File: src/rtl/pe_ctx_pkg.sv
// Shared definitions for the PE context sequencer.
// - Field positions and widths of the 64-bit context word (bits 63:62 reserved).
// - FSM state encoding.
// - Hold pattern driven to the register file outside a run.
// - Helper that slices a context word into its control fields.
package pe_ctx_pkg;

    localparam int unsigned CTRL_IN_LSB   = 0;
    localparam int unsigned CTRL_OUT_LSB  = 9;
    localparam int unsigned REG_1_LSB     = 18;
    localparam int unsigned REG_2_LSB     = 24;
    localparam int unsigned PUT_IN_LSB    = 30;
    localparam int unsigned PUT_OUT_LSB   = 36;
    localparam int unsigned SEND_LSB      = 42;
    localparam int unsigned PE2FU_1_LSB   = 48;
    localparam int unsigned PE2FU_2_LSB   = 52;
    localparam int unsigned WB_LSB        = 56;
    localparam int unsigned FU_OP_LSB     = 57;
    localparam int unsigned FIELDS_W      = 62;

    localparam int unsigned EDGE_W  = 9;
    localparam int unsigned IDX_W   = 6;
    localparam int unsigned BYP_W   = 4;
    localparam int unsigned FU_OP_W = 5;

    typedef enum logic [1:0] {
        ST_IDLE = 2'd0,
        ST_RUN  = 2'd1,
        ST_DONE = 2'd2
    } state_e;

    typedef struct packed {
        logic [FU_OP_W-1:0] fu_op;
        logic               write_back;
        logic [BYP_W-1:0]   pe2fu_2;
        logic [BYP_W-1:0]   pe2fu_1;
        logic [IDX_W-1:0]   send;
        logic [IDX_W-1:0]   put_out;
        logic [IDX_W-1:0]   put_in;
        logic [IDX_W-1:0]   reg_2;
        logic [IDX_W-1:0]   reg_1;
        logic [EDGE_W-1:0]  ctrl_out;
        logic [EDGE_W-1:0]  ctrl_in;
    } ctx_fields_t;

    // Register file leaves every entry untouched with all fields 0, ld=1, ld_write=0.
    localparam ctx_fields_t HOLD_FIELDS      = '0;
    localparam logic        HOLD_RF_LD       = 1'b1;
    localparam logic        HOLD_RF_LD_WRITE = 1'b0;

    function automatic ctx_fields_t unpack_ctx(input logic [FIELDS_W-1:0] w);
        ctx_fields_t f;
        f.ctrl_in    = w[CTRL_IN_LSB  +: EDGE_W];
        f.ctrl_out   = w[CTRL_OUT_LSB +: EDGE_W];
        f.reg_1      = w[REG_1_LSB    +: IDX_W];
        f.reg_2      = w[REG_2_LSB    +: IDX_W];
        f.put_in     = w[PUT_IN_LSB   +: IDX_W];
        f.put_out    = w[PUT_OUT_LSB  +: IDX_W];
        f.send       = w[SEND_LSB     +: IDX_W];
        f.pe2fu_1    = w[PE2FU_1_LSB  +: BYP_W];
        f.pe2fu_2    = w[PE2FU_2_LSB  +: BYP_W];
        f.write_back = w[WB_LSB];
        f.fu_op      = w[FU_OP_LSB    +: FU_OP_W];
        return f;
    endfunction

endpackage

File: src/rtl/pe_ctx_seq_if.sv
// Bus between the context sequencer and its surroundings.
// - Configuration write port (cfg_we/cfg_addr/cfg_data).
// - Run control (start/abort/last_ctx/iter_count) and status (busy/done/cfg_err/ctx_ptr).
// - Register-file / FU control fields driven by the sequencer.
// slave = sequencer side, master = controller / register-file side.
interface pe_ctx_seq_if #(
    parameter int unsigned AW     = 4,
    parameter int unsigned WORD_W = 64
);
    logic              cfg_we;
    logic [AW-1:0]     cfg_addr;
    logic [WORD_W-1:0] cfg_data;
    logic              start;
    logic              abort;
    logic [AW-1:0]     last_ctx;
    logic [15:0]       iter_count;
    logic              busy;
    logic              done;
    logic              cfg_err;
    logic [AW-1:0]     ctx_ptr;
    logic [8:0]        control_in;
    logic [8:0]        control_out;
    logic [5:0]        control_reg_1;
    logic [5:0]        control_reg_2;
    logic [5:0]        control_put_in;
    logic [5:0]        control_put_out;
    logic [5:0]        control_send;
    logic [3:0]        control_pe2fu_1;
    logic [3:0]        control_pe2fu_2;
    logic              write_back;
    logic [4:0]        fu_op;
    logic              rf_ld;
    logic              rf_ld_write;

    modport slave (
        input  cfg_we, cfg_addr, cfg_data, start, abort, last_ctx, iter_count,
        output busy, done, cfg_err, ctx_ptr, control_in, control_out,
               control_reg_1, control_reg_2, control_put_in, control_put_out,
               control_send, control_pe2fu_1, control_pe2fu_2, write_back,
               fu_op, rf_ld, rf_ld_write
    );

    modport master (
        output cfg_we, cfg_addr, cfg_data, start, abort, last_ctx, iter_count,
        input  busy, done, cfg_err, ctx_ptr, control_in, control_out,
               control_reg_1, control_reg_2, control_put_in, control_put_out,
               control_send, control_pe2fu_1, control_pe2fu_2, write_back,
               fu_op, rf_ld, rf_ld_write
    );
endinterface

File: src/rtl/pe_ctx_mem.sv
// Context memory: DEPTH x WORD_W, one synchronous write port, one asynchronous
// read port. Not reset, so contents survive RST.
// - clk/we/waddr/wdata: write port.
// - raddr/rdata: combinational read (pre-write contents on a same-edge write).
module pe_ctx_mem #(
    parameter int unsigned DEPTH  = 16,
    parameter int unsigned AW     = 4,
    parameter int unsigned WORD_W = 64
) (
    input  logic              clk,
    input  logic              we,
    input  logic [AW-1:0]     waddr,
    input  logic [WORD_W-1:0] wdata,
    input  logic [AW-1:0]     raddr,
    output logic [WORD_W-1:0] rdata
);
    logic [WORD_W-1:0] mem [DEPTH];

    always_ff @(posedge clk) begin
        if (we) mem[waddr] <= wdata;
    end

    assign rdata = mem[raddr];
endmodule

File: src/rtl/pe_ctx_seq.sv
// Per-PE context sequencer. Steps contexts 0..last_ctx for iter_count iterations
// and drives every register-file control field from a flop; outside a run it
// drives the hold pattern.
// - CLK/RST: clock, asynchronous active-high reset.
// - bus: pe_ctx_seq_if slave (config port, run control, status, control fields).
import pe_ctx_pkg::*;

module pe_ctx_seq #(
    parameter int unsigned DEPTH  = 16,
    parameter int unsigned AW     = 4,
    parameter int unsigned WORD_W = 64
) (
    input  logic            CLK,
    input  logic            RST,
    pe_ctx_seq_if.slave     bus
);
    state_e            state_q, state_d;
    logic [AW-1:0]     ptr_q, ptr_d;
    logic [AW-1:0]     last_q, last_d;
    logic [15:0]       iter_q, iter_d;
    logic [15:0]       target_q, target_d;
    ctx_fields_t       fields_q, fields_d;
    logic              rf_ld_q, rf_ld_d;
    logic              rf_ld_write_q, rf_ld_write_d;
    logic              busy_q, busy_d;
    logic              done_q, done_d;
    logic              cfg_err_q, cfg_err_d;

    logic [AW-1:0]     rd_addr;
    logic [WORD_W-1:0] rd_word;
    logic              mem_we;
    logic              unused_rsvd;

    assign mem_we      = bus.cfg_we && (state_q == ST_IDLE);
    assign unused_rsvd = ^rd_word[WORD_W-1:FIELDS_W];

    pe_ctx_mem #(.DEPTH(DEPTH), .AW(AW), .WORD_W(WORD_W)) u_mem (
        .clk   (CLK),
        .we    (mem_we),
        .waddr (bus.cfg_addr),
        .wdata (bus.cfg_data),
        .raddr (rd_addr),
        .rdata (rd_word)
    );

    // Every cycle defaults to the hold pattern; only a context load overrides it.
    always_comb begin
        state_d       = state_q;
        ptr_d         = '0;
        last_d        = last_q;
        iter_d        = iter_q;
        target_d      = target_q;
        fields_d      = HOLD_FIELDS;
        rf_ld_d       = HOLD_RF_LD;
        rf_ld_write_d = HOLD_RF_LD_WRITE;
        busy_d        = 1'b0;
        done_d        = 1'b0;
        cfg_err_d     = bus.cfg_we && (state_q != ST_IDLE);
        rd_addr       = '0;
        unique case (state_q)
            ST_IDLE: begin
                if (bus.start) begin
                    last_d   = ({1'b0, bus.last_ctx} >= (AW+1)'(DEPTH)) ? AW'(DEPTH-1) : bus.last_ctx;
                    target_d = (bus.iter_count == 16'd0) ? 16'd1 : bus.iter_count;
                    iter_d   = 16'd1;
                    fields_d = unpack_ctx(rd_word[FIELDS_W-1:0]);
                    rf_ld_d  = 1'b0;
                    busy_d   = 1'b1;
                    state_d  = ST_RUN;
                end
            end
            ST_RUN: begin
                if (bus.abort) begin
                    state_d = ST_IDLE;
                end else if (ptr_q < last_q) begin
                    rd_addr  = ptr_q + 1'b1;
                    ptr_d    = rd_addr;
                    fields_d = unpack_ctx(rd_word[FIELDS_W-1:0]);
                    rf_ld_d  = 1'b0;
                    busy_d   = 1'b1;
                end else if (iter_q < target_q) begin
                    iter_d   = iter_q + 16'd1;
                    fields_d = unpack_ctx(rd_word[FIELDS_W-1:0]);
                    rf_ld_d  = 1'b0;
                    busy_d   = 1'b1;
                end else begin
                    done_d  = 1'b1;
                    state_d = ST_DONE;
                end
            end
            ST_DONE: state_d = ST_IDLE;
            default: state_d = ST_IDLE;
        endcase
    end

    always_ff @(posedge CLK or posedge RST) begin
        if (RST) begin
            state_q       <= ST_IDLE;
            ptr_q         <= '0;
            last_q        <= '0;
            iter_q        <= '0;
            target_q      <= '0;
            fields_q      <= HOLD_FIELDS;
            rf_ld_q       <= HOLD_RF_LD;
            rf_ld_write_q <= HOLD_RF_LD_WRITE;
            busy_q        <= 1'b0;
            done_q        <= 1'b0;
            cfg_err_q     <= 1'b0;
        end else begin
            state_q       <= state_d;
            ptr_q         <= ptr_d;
            last_q        <= last_d;
            iter_q        <= iter_d;
            target_q      <= target_d;
            fields_q      <= fields_d;
            rf_ld_q       <= rf_ld_d;
            rf_ld_write_q <= rf_ld_write_d;
            busy_q        <= busy_d;
            done_q        <= done_d;
            cfg_err_q     <= cfg_err_d;
        end
    end

    assign bus.busy            = busy_q;
    assign bus.done            = done_q;
    assign bus.cfg_err         = cfg_err_q;
    assign bus.ctx_ptr         = ptr_q;
    assign bus.control_in      = fields_q.ctrl_in;
    assign bus.control_out     = fields_q.ctrl_out;
    assign bus.control_reg_1   = fields_q.reg_1;
    assign bus.control_reg_2   = fields_q.reg_2;
    assign bus.control_put_in  = fields_q.put_in;
    assign bus.control_put_out = fields_q.put_out;
    assign bus.control_send    = fields_q.send;
    assign bus.control_pe2fu_1 = fields_q.pe2fu_1;
    assign bus.control_pe2fu_2 = fields_q.pe2fu_2;
    assign bus.write_back      = fields_q.write_back;
    assign bus.fu_op           = fields_q.fu_op;
    assign bus.rf_ld           = rf_ld_q;
    assign bus.rf_ld_write     = rf_ld_write_q;
endmodule

File: src/flat_wrapper.sv
// flat-port wrapper written by rule: the top's interface ports become plain ports
module pe_ctx_seq_flat 
#(
    parameter int unsigned DEPTH  = 16,
    parameter int unsigned AW     = 4,
    parameter int unsigned WORD_W = 64
)
  (CLK, RST, bus_cfg_we, bus_cfg_addr, bus_cfg_data, bus_start, bus_abort, bus_last_ctx, bus_iter_count, bus_busy, bus_done, bus_cfg_err, bus_ctx_ptr, bus_control_in, bus_control_out, bus_control_reg_1, bus_control_reg_2, bus_control_put_in, bus_control_put_out, bus_control_send, bus_control_pe2fu_1, bus_control_pe2fu_2, bus_write_back, bus_fu_op, bus_rf_ld, bus_rf_ld_write);
  pe_ctx_seq_if #(.AW(AW), .WORD_W(WORD_W)) bus_i ();
  input  logic CLK;
  input  logic RST;
  input wire logic [$bits(bus_i.cfg_we)-1:0] bus_cfg_we;
  input wire logic [$bits(bus_i.cfg_addr)-1:0] bus_cfg_addr;
  input wire logic [$bits(bus_i.cfg_data)-1:0] bus_cfg_data;
  input wire logic [$bits(bus_i.start)-1:0] bus_start;
  input wire logic [$bits(bus_i.abort)-1:0] bus_abort;
  input wire logic [$bits(bus_i.last_ctx)-1:0] bus_last_ctx;
  input wire logic [$bits(bus_i.iter_count)-1:0] bus_iter_count;
  output wire logic [$bits(bus_i.busy)-1:0] bus_busy;
  output wire logic [$bits(bus_i.done)-1:0] bus_done;
  output wire logic [$bits(bus_i.cfg_err)-1:0] bus_cfg_err;
  output wire logic [$bits(bus_i.ctx_ptr)-1:0] bus_ctx_ptr;
  output wire logic [$bits(bus_i.control_in)-1:0] bus_control_in;
  output wire logic [$bits(bus_i.control_out)-1:0] bus_control_out;
  output wire logic [$bits(bus_i.control_reg_1)-1:0] bus_control_reg_1;
  output wire logic [$bits(bus_i.control_reg_2)-1:0] bus_control_reg_2;
  output wire logic [$bits(bus_i.control_put_in)-1:0] bus_control_put_in;
  output wire logic [$bits(bus_i.control_put_out)-1:0] bus_control_put_out;
  output wire logic [$bits(bus_i.control_send)-1:0] bus_control_send;
  output wire logic [$bits(bus_i.control_pe2fu_1)-1:0] bus_control_pe2fu_1;
  output wire logic [$bits(bus_i.control_pe2fu_2)-1:0] bus_control_pe2fu_2;
  output wire logic [$bits(bus_i.write_back)-1:0] bus_write_back;
  output wire logic [$bits(bus_i.fu_op)-1:0] bus_fu_op;
  output wire logic [$bits(bus_i.rf_ld)-1:0] bus_rf_ld;
  output wire logic [$bits(bus_i.rf_ld_write)-1:0] bus_rf_ld_write;
  assign bus_i.cfg_we = bus_cfg_we;
  assign bus_i.cfg_addr = bus_cfg_addr;
  assign bus_i.cfg_data = bus_cfg_data;
  assign bus_i.start = bus_start;
  assign bus_i.abort = bus_abort;
  assign bus_i.last_ctx = bus_last_ctx;
  assign bus_i.iter_count = bus_iter_count;
  assign bus_busy = bus_i.busy;
  assign bus_done = bus_i.done;
  assign bus_cfg_err = bus_i.cfg_err;
  assign bus_ctx_ptr = bus_i.ctx_ptr;
  assign bus_control_in = bus_i.control_in;
  assign bus_control_out = bus_i.control_out;
  assign bus_control_reg_1 = bus_i.control_reg_1;
  assign bus_control_reg_2 = bus_i.control_reg_2;
  assign bus_control_put_in = bus_i.control_put_in;
  assign bus_control_put_out = bus_i.control_put_out;
  assign bus_control_send = bus_i.control_send;
  assign bus_control_pe2fu_1 = bus_i.control_pe2fu_1;
  assign bus_control_pe2fu_2 = bus_i.control_pe2fu_2;
  assign bus_write_back = bus_i.write_back;
  assign bus_fu_op = bus_i.fu_op;
  assign bus_rf_ld = bus_i.rf_ld;
  assign bus_rf_ld_write = bus_i.rf_ld_write;
  pe_ctx_seq #(.DEPTH(DEPTH), .AW(AW), .WORD_W(WORD_W)) u_core (.CLK(CLK), .RST(RST), .bus(bus_i));
endmodule
File: config.mk
export PLATFORM = sky130hd
export DESIGN_NAME = pe_ctx_seq_flat
export DESIGN_NICKNAME = d
export VERILOG_FILES = /design/src/rtl/pe_ctx_pkg.sv /design/src/rtl/pe_ctx_seq_if.sv /design/src/rtl/pe_ctx_mem.sv /design/src/rtl/pe_ctx_seq.sv /design/src/flat_wrapper.sv
export SDC_FILE = /design/constraint.sdc
export NUM_CORES = 1
export LEC_CHECK = 0
export ABC_CLOCK_PERIOD_IN_PS = 7000
export CAP_MARGIN = 25
export CORE_MARGIN = 10
export CORE_UTILIZATION = 30
export DETAILED_ROUTE_END_ITERATION = 10
export PLACE_DENSITY = 0.46
export SLEW_MARGIN = 20
export SYNTH_ARGS = -nofsm -noshare
export SYNTH_HDL_FRONTEND = slang
export SYNTH_HIERARCHICAL = 1
export SYNTH_SLANG_ARGS = --single-unit
File: constraint.sdc
create_clock -name CLK -period 7 [get_ports CLK]
set_input_delay 0.7 -clock CLK [delete_from_list [all_inputs] [get_ports CLK]]
set_output_delay 0.7 -clock CLK [all_outputs]
set_load 0.1 [all_outputs]
==> key figures <==
Run status
  – Outcome: complete, no violations

Place
  – Pre-CTS WS: 2770 ps
  – Routability cong.: 0.706
  – DP Wirelength: 54.0 mm
  – Number of I/O port buffers: 160

Routing
  – WL/cell: 26.1 um
  – DR vias: 19997
  – DR iter-0 viols: 1667
  – # DRC: 0
  – Final ANT Viol Nets: 0
  – Final wirelength: 106 mm
  – Vias per cell: 4.93
  – Pre-antenna DRT Iters: 5

Power and ir drop
  – Sw Ratio: 23.3%
  – Clock share of power: 41.5%
  – Internal power: 11.4 mW
  – Flop pwr share: 49.6%
  – Pwr dens: 300 nW/um2
  – Worst VDD drop: 0.202 mV
  – P_leak: 15.6 nW
  – Power share of the combinational group: 8.9%
  – Psw: 3.45 mW

CTS
  – # resized after CTS: 0
  – Clock Pin Slew Worst Setup and Hold Paths: 60 ps
  – H-tree level count: 3
  – Post-CTS Setup Inserts: 0
  – CTS buffer count: 117
  – CTS sink count: 1100
  – Root Buffer: clkbuf_16
  – Post-CTS Hold Buffers: 0
  – Clock Latency Late Sink: 740 ps
  – CTS tree: done
  – Max Buffers Root-to-Sink: 3

Timing
  – Final setup fails: 0
  – Total negative setup slack: 0 ps
  – Hold Fails Final Rpt: 0
  – RSZ-0062 raised after global routing: no
  – Worst slew pin tran: 1060 ps
  – Worst hold slack: 515 ps
  – Max Slew Vio Count: 0
  – Peak Freq: 0.239 GHz
  – Rel. slew slack: 29.2%
  – Clock Skews: 38.2 ps
  – Min cycle time layout: 4180 ps
  – Final period util: 59.8%
  – Worst setup margin: 2820 ps

Floorplanning
  – Die height: 392 um
  – Die ar.: 154000 um2
  – Total core area: 137000 um2
  – Row count: 136
  – Initial core utilization: 30.2%
  – Die Span X: 392 um
  – Io pins: 164

Critical path
  – Critical-path maximum fanout: 23
  – Buffer and inverter count on the worst path: 1
  – Flop2flop setup slack: 2820 ps
  – Worst-path cell chain: ha_1 -> o21ai_0 -> a21oi_1 -> nor2_1 -> nand2_1 -> nor2_1 -> nor2b_4 -> buf_4 -> a22oi_1 -> nand2_1 -> and2_1
  – Critical Path Slowest Stage Cell: nor2b_4
  – Critical path required time: 7630 ps
  – FF-to-FF End: u_core/bus.control_pe2fu_1[2]
  – Critical Path End Type: flop
  – Max incr delay on CP: 900 ps
  – Startpoint Class: flop
  – CP arrival: 4820 ps
  – Reg2Reg Launch Point: u_core/bus.ctx_ptr[2]
  – WS Path Type: reg2reg
  – FF-to-FF path depth: 11
  – Critical path's top delay family: simple AND/OR/NAND/NOR gates

Synth
  – Yosys warning count: 6
  – Post-Syn Nets: 2035
  – Mapped Cells: 1922
  – Average size of a mapped cell: 21.6 um2
  – Cell area after synthesis: 41500 um2

Final layout
  – Seq. cell area: 32500 um2
  – Area of the multi-input gates: 8570 um2
  – NumNets Final: 2270
  – # fillers: 12663
  – Fraction of layout instances using a drive strength above 1: 22.4%
  – P&R area growth vs syn: 18.9%

Worst hold path
  – Hold path depth: 1
  – Hold path startpoint: u_core/iter_q[15]
  – HP Class: reg2reg
  – Min-Delay Endpoint: u_core/iter_q[15]

GRT
  – Global Route Usage Sum: 13.7%
  – Vias in the first global route: 21431
  – Pin count of the biggest net entering global routing: 90
  – Initial antenna violation count: 17
  – First-pass GRT wire length: 153 mm
  – GR Overflow Total: 0

Run
  – Max-cap violations: 0
==> cell usage in the layout, fill, tap and decap left out, types with 16 or more instances in the layout <==
master           count
and2_1              64
clkdlybuf4s50_1    160
clkbuf_1            37
dfrtp_1            107
mux4_2             248
a22oi_1            124
edfxtp_1           992
o21ai_0             27
nand2_1             95
buf_4               45
clkbuf_16          119
ha_1                20
inv_1               27
clkinv_2            16
==> worst reg2reg max path, cell delays in order, from the launching register on <==
cell	delay, ps
dfrtp_1	450
ha_1	310
o21ai_0	150
a21oi_1	60
nor2_1	410
nand2_1	230
nor2_1	490
nor2b_4	900
buf_4	570
a22oi_1	210
nand2_1	90
and2_1	210
==> how the worst max path moves through the flow <==
stage / start / slack, ps / depth (start not counted) / to
finish: u_core/bus.ctx_ptr[2] / 2820 / 11 / u_core/bus.control_pe2fu_1[2]
global route: u_core/bus.ctx_ptr[2] / 2600 / 11 / u_core/bus.fu_op[0]
CTS: u_core/bus.ctx_ptr[2] / 2780 / 11 / u_core/bus.control_pe2fu_1[2]
detailed placement: bus_abort / 2770 / 9 / u_core/bus.control_pe2fu_1[2]
global placement: bus_abort / 2730 / 9 / u_core/bus.control_in[8]
floorplan: bus_cfg_we / 870 / 3 / u_core/u_mem/mem[0][0]
==> cell type report <==
cell class / instances / area share (%)
Antenna cell: 4 / 0.0203
Clock buffer: 170 / 6.70
Clock inverter: 51 / 1.07
Inverter: 28 / 0.223
Multi-Input combinational cell: 696 / 17.3
Sequential cell: 1100 / 65.8
Tap cell: 1794 / 4.54
Timing Repair Buffer: 214 / 4.31
==> routing by layer <==
metal  wire length, um  part of all wire [%]  up-vias  GRT usage [%]
met3              6810                   6.4      140           3.04
met2             51100                    48      534           22.4
met4              1800                   1.7       16           3.40
li1                  -                     -     8435              -
met1             46200                    44    10872           18.5
met5                89                 0.084        -              0
==> power groups by stage <==
stage,clock [mW],combinational [mW],sequential (mW)
global placement,0,1.32,7.48
floorplan,0,0.636,7.76
global route,6.59,1.41,7.35
finish,6.15,1.32,7.34
detailed placement,0,1.34,7.48
CTS,6.32,1.34,7.34
==> metrics by stage <==
| step | power, mW | area, um2 | utilization, % | cells |
|---|---|---|---|---|
| detailed placement | 8.82 | 45500 | 33.1 | 3831 |
| finish | 14.8 | 49400 | 35.9 | 4057 |
| global placement | 8.79 | 45500 | 33.1 | 3829 |
| floorplan | 8.40 | 41500 | - | 1922 |
| CTS | 15.0 | 49400 | 35.9 | 4052 |
| global route | 15.4 | 49400 | 35.9 | 4053 |
==> flip-flops by register name, summed over array words and instances, names as in the netlist, 5 cells and up <==
| register | count |
|---|---|
| u_core/u_mem/mem | 992 |
| u_core/bus.control_reg_1 | 6 |
| u_core/bus.control_reg_2 | 6 |
| u_core/bus.control_in | 9 |
| u_core/target_q | 16 |
| u_core/bus.control_put_out | 6 |
| u_core/bus.control_put_in | 6 |
| u_core/bus.fu_op | 5 |
| u_core/iter_q | 16 |
| u_core/bus.control_out | 9 |
| u_core/bus.control_send | 6 |
(Power assumes the default switching activity.)
